$ cat config.mk
export PLATFORM = sky130hd
export DESIGN_NAME = grf
export DESIGN_NICKNAME = d
export VERILOG_FILES = /design/src/rtl/grf_pkg.sv /design/src/rtl/grf.sv
export SDC_FILE = /design/constraint.sdc
export NUM_CORES = 2
export LEC_CHECK = 0
export CAP_MARGIN = 20
export CORE_AREA = 2 2 429 431
export DETAILED_ROUTE_END_ITERATION = 8
export DIE_AREA = 0 0 431 433
export DONT_BUFFER_PORTS = 1
export PLACE_DENSITY = 0.54
export RECOVER_POWER = 25
export SYNTH_ARGS = -nofsm -noshare
export SYNTH_HDL_FRONTEND = slang
export SYNTH_SLANG_ARGS = --single-unit
$ cat constraint.sdc
create_clock -name clk -period 3.9 [get_ports clk]
set_clock_uncertainty 0.2 [all_clocks]
set_input_delay 0.78 -clock clk [delete_from_list [all_inputs] [get_ports clk]]
set_output_delay 0.78 -clock clk [all_outputs]
set_load 0.02 [all_outputs]
$ cat src/rtl/grf_pkg.sv
// Shared CPU definitions: datapath width, register address width and the
// hard-wired zero register index. Also used by the ALU and the decoder.
package grf_pkg;

  localparam int DW       = 32;
  localparam int AW       = 5;
  localparam int REG_ZERO = 0;

endpackage

$ cat src/rtl/grf.sv
// General register file: 2^AW x DW registers, two combinational read ports
// with optional same-cycle write forwarding, one write port, and a one-cycle
// delayed write trace. Register 0 always reads as zero.
module grf #(
  parameter int DW     = grf_pkg::DW,
  parameter int AW     = grf_pkg::AW,
  parameter int BYPASS = 1
) (
  input  logic          clk,
  input  logic          reset,
  input  logic          WE,
  input  logic [AW-1:0] A1,
  input  logic [AW-1:0] A2,
  input  logic [AW-1:0] A3,
  input  logic [DW-1:0] WD,
  input  logic [31:0]   WPC,
  output logic [DW-1:0] RD1,
  output logic [DW-1:0] RD2,
  output logic          TV,
  output logic [31:0]   TPC,
  output logic [AW-1:0] TA,
  output logic [DW-1:0] TD
);

  import grf_pkg::*;

  localparam int            NREG      = 1 << AW;
  localparam logic [AW-1:0] ZERO_ADDR = AW'(REG_ZERO);

  logic [DW-1:0] regs_q [NREG];
  logic [DW-1:0] regs_d [NREG];

  logic          tv_q,  tv_d;
  logic [31:0]   tpc_q, tpc_d;
  logic [AW-1:0] ta_q,  ta_d;
  logic [DW-1:0] td_q,  td_d;

  logic          wr_store;
  logic          wr_fwd;
  logic [DW-1:0] rd1;
  logic [DW-1:0] rd2;

  // A write that actually changes storage; reset always wins over WE, and
  // register 0 is never stored so it cannot be corrupted.
  assign wr_store = WE && !reset && (A3 != ZERO_ADDR);
  assign wr_fwd   = (BYPASS != 0) && wr_store;

  // Next storage contents: only the addressed register changes.
  always_comb begin
    regs_d = regs_q;
    if (wr_store) begin
      regs_d[A3] = WD;
    end
  end

  // Next trace: every accepted write (even to r0) emits a record; idle
  // cycles drop TV but keep the last record visible.
  always_comb begin
    tv_d  = 1'b0;
    tpc_d = tpc_q;
    ta_d  = ta_q;
    td_d  = td_q;
    if (WE) begin
      tv_d  = 1'b1;
      tpc_d = WPC;
      ta_d  = A3;
      td_d  = (A3 == ZERO_ADDR) ? '0 : WD;
    end
  end

  // State register: reset clears every register and the trace.
  always_ff @(posedge clk) begin
    if (reset) begin
      regs_q <= '{default: '0};
      tv_q   <= 1'b0;
      tpc_q  <= '0;
      ta_q   <= '0;
      td_q   <= '0;
    end else begin
      regs_q <= regs_d;
      tv_q   <= tv_d;
      tpc_q  <= tpc_d;
      ta_q   <= ta_d;
      td_q   <= td_d;
    end
  end

  // Read port 1: stored value, overridden by the in-flight write on a match.
  always_comb begin
    rd1 = (A1 == ZERO_ADDR) ? '0 : regs_q[A1];
    if (wr_fwd && (A1 == A3)) begin
      rd1 = WD;
    end
  end

  // Read port 2: identical rule, so equal addresses give equal data.
  always_comb begin
    rd2 = (A2 == ZERO_ADDR) ? '0 : regs_q[A2];
    if (wr_fwd && (A2 == A3)) begin
      rd2 = WD;
    end
  end

  assign RD1 = rd1;
  assign RD2 = rd2;
  assign TV  = tv_q;
  assign TPC = tpc_q;
  assign TA  = ta_q;
  assign TD  = td_q;

endmodule

==> parameters.txt <==
Parameter                              Value

Run status
  Result of the run    finished with violations
  Failing checks    capacitance limit, slew limit, setup timing

Synth
  Mean instance size in the synthesized netlist    8.83 um2
  Cell Area, Synth    0.0543 mm2
  Count of state elements after synthesis    1094
  Complex-gate fraction of the synthesized area    14.5%
  Top area cells in the synthesized netlist    sky130_fd_sc_hd__dfxtp_1 (40%), sky130_fd_sc_hd__mux4_2 (19%), sky130_fd_sc_hd__nand2_1 (14%)
  Synthesized netlist net count    6224
  Share of synthesized area spent on multiplexers    23.6%
  Xor and xnor area share after synthesis    0.161%
  Simple logic cell fraction of the synthesized area    16.3%
  Leading area contributor after synthesis    sky130_fd_sc_hd__dfxtp_1
  Distinct cells, synth    44
  Seq/Total Area, Yosys    40.4%
  Synthesized instance count    6142
  Synth top area share    40.4%
  Share of synthesized cell area in full adder, half adder and majority cells    0%
  Syn. warnings    0
  Combinational family with the most area after synthesis    multiplexers

Critical path
  Path type of the worst setup path    in2out
  Data required time at the worst endpoint    2.92 ns
  Crit path cell chain    xor2_2 -> nor3_1 -> and4_2 -> nor2_4 -> buf_4 -> a32o_1
  Crit. End Element    primary output
  Critical Path Slowest Stage Cell    sky130_fd_sc_hd__nor2_4
  WP buf/inv    1
  Arrival time reported for the critical path endpoint    3.49 ns
  Startpoint type of the worst setup path    input port
  Family with the most delay on the worst path    simple AND/OR/NAND/NOR gates
  CP peak stage delay    0.64 ns
  Highest net fanout along the worst path    212

Clock tree
  Number of buffers on the longest clock path    3
  CTS Buf Count    116
  CTS HTree Levels    3
  Buffer cell driving the clock tree root    sky130_fd_sc_hd__clkbuf_16
  Number of sinks driven by the clock tree    1094
  Clock latency on the worst-skew pair    0.74 ns
  CTS tree    done
  Clock transition at the register clock pins on the worst setup and hold paths after CTS    0.06 ns

Timing
  Final critical-path required period    4.47 ns
  Setup tns final    -21.72 ns
  Unrepaired setup endpoints after global routing    yes
  Final Hold Violating Endpoints    0
  Worst-margin pin slew    3.06 ns
  Final number of max-transition violations    1221
  Final-report setup violation count    64
  Maximum clock rate    223 MHz
  Normalized max-slew margin    -104%
  Final worst-path cycle share    115%
  PnR worst setup slack    -0.574 ns

Drt
  Vias after detailed routing    47800
  Total wire length    225000 um
  ANT nets after route    0
  Routed wire per std cell    26.9 um
  Initial drt markers    5662
  Count of TritonRoute iterations in the first routing pass    6
  Remaining routing DRC violations    0
  Vias/cell    5.73

Layout
  Commonest cells after routing, fill and taps aside    sky130_fd_sc_hd__nand2_1 (2050), sky130_fd_sc_hd__dfxtp_1 (1094), sky130_fd_sc_hd__a21oi_1 (1036)
  Most common cell after layout, fill and taps aside    sky130_fd_sc_hd__nand2_1
  Final #Nets    5934
  Filler cells    18300
  Layout Cell Area excl Fill    0.0616 mm2
  Multi-input gate area in the final layout    0.0299 mm2
  Ratio of cells with drive above 1 in the final layout    16.0%
  Area occupied by registers    0.0219 mm2
  Post-synthesis to final-layout area growth    13.5%

Place
  Post-place instance area    0.0564 mm2
  Final weighted congestion of routability-driven global placement    0.865
  Number of port buffers    0
  HPWL after detailed placement    118000 um

Floorplan
  Core Box Area    0.182 mm2
  Die width    431 um
  Io pins    216
  Die Y-Extent    433 um
  Total Die Area    0.187 mm2
  Number of core rows    157
  Initial core utilization    29.8%

Global routing
  Overflow left after global routing    0
  Met3 GRT Util    4.65%
  Met1 Resource Use GR    27.6%
  First-pass GRT wire length    321000 um
  Gr usage total    23.2%
  GRT met2 Usage    38.7%
  Most Crowded Layer GR    met2
  Vias in the first global route    45400
  Maximum number of pins on one net before global-route repair    903
  Initial antenna violation count    5

Hold path
  Class of the tightest hold or removal check    in2reg

Pwr
  IR Drop Worst-Case VDD    0.341 mV
  Static power due to leakage    0.0197 uW
  Power Dens Cells    405 mW/mm2

Flow run
  Maxcap violations    24
Yosys cell counts (all sizes together):
| cell type | number |
|---|---|
| or3b | 2 |
| nor3 | 4 |
| dfxtp | 1094 |
| and2 | 5 |
| or2 | 1 |
| nand2 | 2052 |
| nor2 | 137 |
| a2bb2oi | 1 |
| and4 | 1 |
| a221oi | 3 |
| o22ai | 101 |
| xor2 | 8 |
| nor4 | 2 |
| or4 | 1 |
| or3 | 3 |
| o211ai | 30 |
| nand2b | 6 |
| a211oi | 1 |
| mux2 | 48 |
| buf | 187 |
| nor3b | 3 |
| a22oi | 26 |
| a21oi | 1039 |
| a221o | 19 |
| o221ai | 13 |
| a32o | 63 |
| a31oi | 23 |
| xnor2 | 2 |
| nor2b | 53 |
| clkbuf | 474 |
| nand3 | 8 |
| a22o | 33 |
| inv | 4 |
| mux4 | 462 |
| and3b | 2 |
| a311oi | 1 |
| mux2i | 182 |
| nand3b | 5 |
| o21ai | 43 |
where the power goes:
| group | total (uW) | switching (uW) | internal (uW) |
|---|---|---|---|
| combinational | 1930 | 1160 | 770 |
| clock | 11600 | 4910 | 6690 |
| sequential | 11400 | 118 | 11300 |
| total | 24900 | 6200 | 18700 |
layout make-up:
| cell class | count | area share, % |
|---|---|---|
| Antenna cell | 1 | 0.00406 |
| Inverter | 4 | 0.0244 |
| Clock inverter | 33 | 0.610 |
| Timing Repair Buffer | 253 | 4.48 |
| Multi-Input combinational cell | 4383 | 48.6 |
| Sequential cell | 1094 | 35.6 |
| Clock buffer | 180 | 5.83 |
| Tap cell | 2385 | 4.85 |
per-layer routing:
metal  up-vias  wire (um)
met2      2559     106000
met3       654      21600
met4         4      15100
met5         -         21
met1     23700      82000
li1      20900          -
cells by family after synthesis:
kind of cell / count (synthesis)
buffers and inverters: 665
multiplexers: 692
AO/OA/AOI/OAI: 1396
AND/OR/NAND/NOR: 2285
XOR/XNOR: 10
flip-flops: 1094
repair_timing:
item | CTS | global route
endpoints found under the setup margin | 0 | 46
setup buffers | 0 | 3
hold buffers | 78 | 1
gates resized for setup | 0 | 34
endpoints found under the hold margin | 1064 | 16
state kept, by name, indices dropped and copies added, names as in the netlist:
name / cells
TD: 32
TPC: 32
TV: 1
TA: 5
regs_q: 1024
worst paths after layout:
kind	endpoint	cells past startpoint	startpoint	slack, ns
max	RD1[8]	6	A1[0]	-0.57
min	TPC[19]$_SDFFE_PP0P_	2	WE	0.1
max reg2reg	TA[0]$_SDFFE_PP0P_	3	TA[0]$_SDFFE_PP0P_	2.30
min reg2reg	regs_q[807]$_SDFFE_PP0P_	2	regs_q[807]$_SDFFE_PP0P_	0.27
stage by stage:
| stage | hold WS (ns) | total power (uW) | setup WS (ns) | std cells | util (%) |
|---|---|---|---|---|---|
| floorplan | 0.241 | 13000 | 0.323 | 6142 | - |
| global placement | 0.249 | 13000 | -0.255 | 8034 | 31.0 |
| detailed placement | 0.257 | 13000 | 0.112 | 8035 | 31.0 |
| CTS | 0.00722 | 24800 | 0.0823 | 8326 | 33.8 |
| global route | 0.0624 | 25500 | -0.0425 | 8332 | 33.8 |
| finish | 0.0998 | 24900 | -0.574 | 8333 | 33.8 |
Power figures use the tool's default switching activity.
